<file path="src/rtl/fetch_stage_buf.sv">
// Fetch stage: captures masked, psum-unpacked operand beats from MAIN and replays them on FS.
// FETCH_SKID_EN selects a 2-entry skid FIFO; otherwise a single register entry is used.
module fetch_stage_buf #(
  parameter int NROW    = 4,
  parameter int DWD     = 16,
  parameter int PSUMDWD = 64,
  parameter int NLANE   = 4,
  parameter int SIDEW   = 32,
  parameter int CNTW    = 16,
  localparam int SELW   = (NLANE > 1) ? $clog2(NLANE) : 1
) (
  input  logic                    i_clk,
  input  logic                    i_rst,
  input  logic                    i_main_rdy,
  output logic                    o_main_ack,
  output logic                    o_fs_rdy,
  input  logic                    i_fs_ack,
  input  logic                    i_flush,
  input  logic                    i_psum_split,
  input  logic [SELW-1:0]         i_psum_sel,
  input  logic [NROW-1:0]         i_row_en,
  input  logic [SIDEW-1:0]        i_side,
  input  logic [NROW*DWD-1:0]     i_input,
  input  logic [NROW*DWD-1:0]     i_weight,
  input  logic [NROW*PSUMDWD-1:0] i_psum,
  output logic [NROW*DWD-1:0]     o_input,
  output logic [NROW*DWD-1:0]     o_weight,
  output logic [NROW*PSUMDWD-1:0] o_psum,
  output logic [SIDEW-1:0]        o_side,
  output logic [NROW-1:0]         o_row_en,
  output logic [1:0]              o_occ,
  output logic [CNTW-1:0]         o_xfer_cnt
);

  localparam int LW = PSUMDWD / NLANE;
`ifdef FETCH_SKID_EN
  localparam int DEPTH = 2;
`else
  localparam int DEPTH = 1;
`endif

  typedef struct packed {
    logic [SIDEW-1:0]        side;
    logic [NROW-1:0]         row_en;
    logic [NROW*DWD-1:0]     inp;
    logic [NROW*DWD-1:0]     wgt;
    logic [NROW*PSUMDWD-1:0] psum;
  } entry_t;

  entry_t             mem [0:1];
  entry_t             new_entry;
  entry_t             head;
  logic               rd_ptr;
  logic               wr_ptr;
  logic [1:0]         occ;
  logic [CNTW-1:0]    xfer_cnt;
  logic [PSUMDWD-1:0] psum_row;
  logic [PSUMDWD-1:0] lane_mask;
  logic               acc;
  logic               pop;

  function automatic logic adv(input logic p);
    return (DEPTH == 2) ? ~p : 1'b0;
  endfunction

  assign o_main_ack = !i_rst && (occ < 2'(DEPTH));
  assign o_fs_rdy   = (occ != 2'd0);
  assign acc        = i_main_rdy && o_main_ack;
  assign pop        = o_fs_rdy && i_fs_ack;

  // Row masking and lane extraction happen before storage so the head is already final.
  always_comb begin
    lane_mask         = '0;
    lane_mask[LW-1:0] = '1;
    psum_row          = '0;
    new_entry         = '0;
    new_entry.side    = i_side;
    new_entry.row_en  = i_row_en;
    for (int r = 0; r < NROW; r++) begin
      if (i_row_en[r]) begin
        new_entry.inp[r*DWD +: DWD] = i_input[r*DWD +: DWD];
        new_entry.wgt[r*DWD +: DWD] = i_weight[r*DWD +: DWD];
        psum_row = i_psum[r*PSUMDWD +: PSUMDWD];
        if (i_psum_split) begin
          psum_row = (psum_row >> (int'(i_psum_sel) * LW)) & lane_mask;
        end
        new_entry.psum[r*PSUMDWD +: PSUMDWD] = psum_row;
      end
    end
  end

  // When the buffer drains, the read pointer stays put so the outputs hold the last head.
  always_ff @(posedge i_clk) begin
    if (i_rst) begin
      occ      <= 2'd0;
      rd_ptr   <= 1'b0;
      wr_ptr   <= 1'b0;
      xfer_cnt <= '0;
      mem[0]   <= '0;
      mem[1]   <= '0;
    end else begin
      if (pop) begin
        xfer_cnt <= xfer_cnt + CNTW'(1);
      end
      if (i_flush) begin
        occ    <= 2'd0;
        wr_ptr <= rd_ptr;
      end else begin
        case ({acc, pop})
          2'b10: begin
            mem[wr_ptr] <= new_entry;
            wr_ptr      <= adv(wr_ptr);
            occ         <= occ + 2'd1;
          end
          2'b01: begin
            occ <= occ - 2'd1;
            if (occ == 2'd1) begin
              wr_ptr <= rd_ptr;
            end else begin
              rd_ptr <= adv(rd_ptr);
            end
          end
          2'b11: begin
            mem[wr_ptr] <= new_entry;
            wr_ptr      <= adv(wr_ptr);
            rd_ptr      <= adv(rd_ptr);
          end
          default: ;
        endcase
      end
    end
  end

  assign head       = mem[rd_ptr];
  assign o_side     = head.side;
  assign o_row_en   = head.row_en;
  assign o_input    = head.inp;
  assign o_weight   = head.wgt;
  assign o_psum     = head.psum;
  assign o_occ      = occ;
  assign o_xfer_cnt = xfer_cnt;

endmodule

</file>
<file path="config.mk">
export PLATFORM = sky130hd
export DESIGN_NAME = fetch_stage_buf
export DESIGN_NICKNAME = d
export VERILOG_FILES = /design/src/rtl/fetch_stage_buf.sv
export SDC_FILE = /design/constraint.sdc
export NUM_CORES = 1
export LEC_CHECK = 0
export CORE_AREA = 2 2 338 340
export CTS_CLUSTER_SIZE = 28
export DETAILED_ROUTE_END_ITERATION = 10
export DIE_AREA = 0 0 340 342
export GPL_ROUTABILITY_DRIVEN = 0
export SLEW_MARGIN = 5
export SYNTH_ARGS = -nofsm -noshare
export SYNTH_HDL_FRONTEND = slang
export SYNTH_SLANG_ARGS = --single-unit
</file>
<file path="constraint.sdc">
create_clock -name i_clk -period 8.7 [get_ports i_clk]
set_input_delay 1.74 -clock i_clk [delete_from_list [all_inputs] [get_ports i_clk]]
set_output_delay 1.74 -clock i_clk [all_outputs]
set_load 0.01 [all_outputs]
</file>
==> results.txt <==
Final setup viols -> 0
Achievable clock frequency -> 0.214 GHz
R2R Path End -> mem[0][195]
Synthesized net count -> 1717
Post-Syn Area -> 18100 µm²
Global-route wire length before repair -> 105000 µm
CP endpoint -> mem[0][195]
Post-route ant nets -> 0
# clock sinks -> 438
CP Max Fanout -> 67
Filler cell count -> 11600
CTS root buffer -> clkbuf_16
Seq/Total Area, Yosys -> 0.719
Hold slack -> 0.504 ns
Syn Area/Cell -> 14.1 µm²
#FFs+latches synth -> 438
Cts hold-fix bufs -> 0
Total global routing overflow -> 0
LEAKAGE -> 10.8 nW
Vias in the first global route -> 14000
DR vias -> 13900
Fin crit share -> 0.537
R2R setup slack -> 4.95 ns
Synth warn -> 0
Num CTS Buffers -> 52
FF-to-FF Start -> o_occ[0]
DIE HEIGHT -> 342 µm
Initial antenna violation count -> 13
Rows -> 124
Final Core Density -> 0.266
Initial core utilization -> 0.160
H-tree Lvls -> 2
Crit path from -> i_fs_ack
Number of synthesized flops with an enable pin -> 420
Slew HR -> 0.354
Post-synth top flop -> edfxtp_1
Largest net degree at the start of global routing -> 135
Crit. End Element -> flip-flop
Hold Path Class -> reg -> reg
Total power -> 0.00525 W
Setup TNS -> 0 ns
Share of the synthesized area in the top cell type -> 0.699
Skew final -> 0.0235 ns
Port bufs -> 867
Slew @ Worst Pin -> 0.969 ns
DRT iter0 DRCs -> 903
Crit start category -> input port
Top post-synthesis cells by area -> edfxtp_1 (70%), and2_1 (12%), mux2i_1 (3.6%), o21ai_0 (3.3%), dfxtp_1 (2.0%)
R2R cell count -> 8
Outcome -> finished clean
Gate Count Post-Synth -> 1283
Postcts setup bufs -> 0
DIE WIDTH -> 340 µm
Hold Crit Start -> o_xfer_cnt[11]
Area leader, netlist -> edfxtp_1
Final min period -> 4.67 ns
Unrepaired setup endpoints after global routing -> false
Layout cells sized above 1 -> 0.0517
Yosys cell types -> 37
Post-cts repair resize count -> 0
Critical Path RT -> 8.93 ns
CTS tree -> built
Async set-reset flop share out of synthesis -> 0
Average wire per standard cell -> 20.8 µm
Max_cap viols -> 0
Crit Path Category -> in -> reg
CORE AREA -> 113000 µm²
Max Root-Sink Buffers -> 3
# IOs -> 868
Routed wire length -> 77000 µm
Final hold violation count -> 0
DR vias/cell -> 3.75
Worst-path clk slew -> 0.06 ns
Drt first pass iters -> 6
Max VDD drop -> 0.000110 V
DR DRC count -> 0
Post-DP HPWL -> 57100 µm
Final Max Slew Viols -> 0
Synth-to-layout area growth -> 66.5%
Gr usage total -> 0.125
Skew-Pair Late Insertion Delay -> 0.61 ns
Worst path arrival time -> 4.90 ns
Area of the die -> 116000 µm²
Pwr per Cell Area -> 175 nW/µm²
Final #Nets -> 2578
power breakdown:
part           internal [W]  total, W  switching, W
Combinational      0.000380  0.000694      0.000313
Clock               0.00118   0.00211      0.000928
Sequential          0.00242   0.00245     0.0000350
Total               0.00398   0.00525       0.00128
worst max-delay path: stages:
cell,delay (ns)
clkdlybuf4s50_1,0.48
nor2b_1,0.45
ha_1,0.26
nor2_2,0.11
nor3_4,0.14
or2_4,0.78
buf_4,0.81
final cells by class:
cell class / count / area (µm²) / share of cell area
tap: 1512 / 1890 / 0.0629
sequential: 438 / 13000 / 0.432
clock buffer: 64 / 1370 / 0.0455
timing repair buffer: 890 / 8860 / 0.295
inverter: 6 / 22.5 / 0.000749
multi-input combinational: 756 / 4710 / 0.157
antenna: 2 / 5.00 / 0.000166
clock inverter: 32 / 224 / 0.00745
registers in the layout, summed over array words and instances, names as in the netlist:
| signal | count |
|---|---|
| o_occ | 2 |
| mem | 420 |
| o_xfer_cnt | 16 |
placed cells by master, fill, tap and decap left out, types with 2 or more instances in the layout:
master / n
nand3_1: 4
clkdlybuf4s50_1: 863
diode_2: 2
nor3_1: 2
clkbuf_1: 11
clkinv_4: 2
nor4b_4: 4
and2_1: 353
xor2_1: 12
buf_12: 2
nand2_1: 70
or3_1: 3
a21oi_1: 67
bufinv_16: 2
and3b_2: 2
inv_6: 5
nor2_1: 14
and4b_1: 2
o21ai_0: 119
ha_1: 6
dfxtp_1: 18
mux2i_1: 65
nand4_1: 4
edfxtp_1: 420
clkinv_2: 10
clkinv_1: 12
o21ai_1: 12
and3b_1: 2
inv_1: 6
clkbuf_16: 53
buf_4: 24
nor2b_1: 3
how the worst min path moves through the flow:
stage / slack, ns / endpoint / depth (start not counted)
5_1_grt: 0.56 / o_xfer_cnt[11] / 2
3_5_place_dp: 0.50 / o_xfer_cnt[11] / 2
2_1_floorplan: 0.51 / o_xfer_cnt[11] / 2
6_report: 0.50 / o_xfer_cnt[11] / 2
4_1_cts: 0.51 / o_xfer_cnt[11] / 2
3_3_place_gp: 0.48 / o_xfer_cnt[11] / 2
synth_stat cells, types with 5 or more instances:
cell / n
inv_1: 6
buf_4: 5
clkbuf_1: 50
xor2_1: 12
edfxtp_1: 420
nor2_1: 14
buf_6: 6
mux2i_1: 65
ha_1: 6
o21ai_1: 12
o21ai_0: 119
and2_1: 353
buf_2: 15
nand2_1: 70
dfxtp_1: 18
a21oi_1: 67
per-layer routing:
metal | up-vias | routed length (µm) | global-route usage
li1 | 6305 | - | -
met4 | 14 | 2680 | 0.0477
met3 | 124 | 7550 | 0.0497
met2 | 701 | 36600 | 0.206
met1 | 6718 | 30000 | 0.147
met5 | - | 91 | 0
cells by family after synthesis:
| kind of cell | count (synthesis) | synth area share |
|---|---|---|
| AOI/OAI and AO/OA | 200 | 0.0558 |
| xor gates and xnor gates | 13 | 0.00631 |
| adders and majority gates | 6 | 0.00416 |
| buffers and inverters | 89 | 0.0233 |
| DFF | 438 | 0.719 |
| muxes | 66 | 0.0367 |
| and+or+nand+nor | 471 | 0.155 |
stage by stage:
| step | worst slack (ns) | instance area (µm²) | cells |
|---|---|---|---|
| after floorplan | 0.253 | 18100 | 1283 |
| after global placement | 3.43 | 28500 | 3602 |
| after detailed placement | 3.34 | 28500 | 3602 |
| after CTS | 4.04 | 30100 | 3698 |
| after global routing | 3.84 | 30100 | 3698 |
| final | 4.03 | 30100 | 3700 |
No activity file was read; power rests on OpenSTA's default activity.
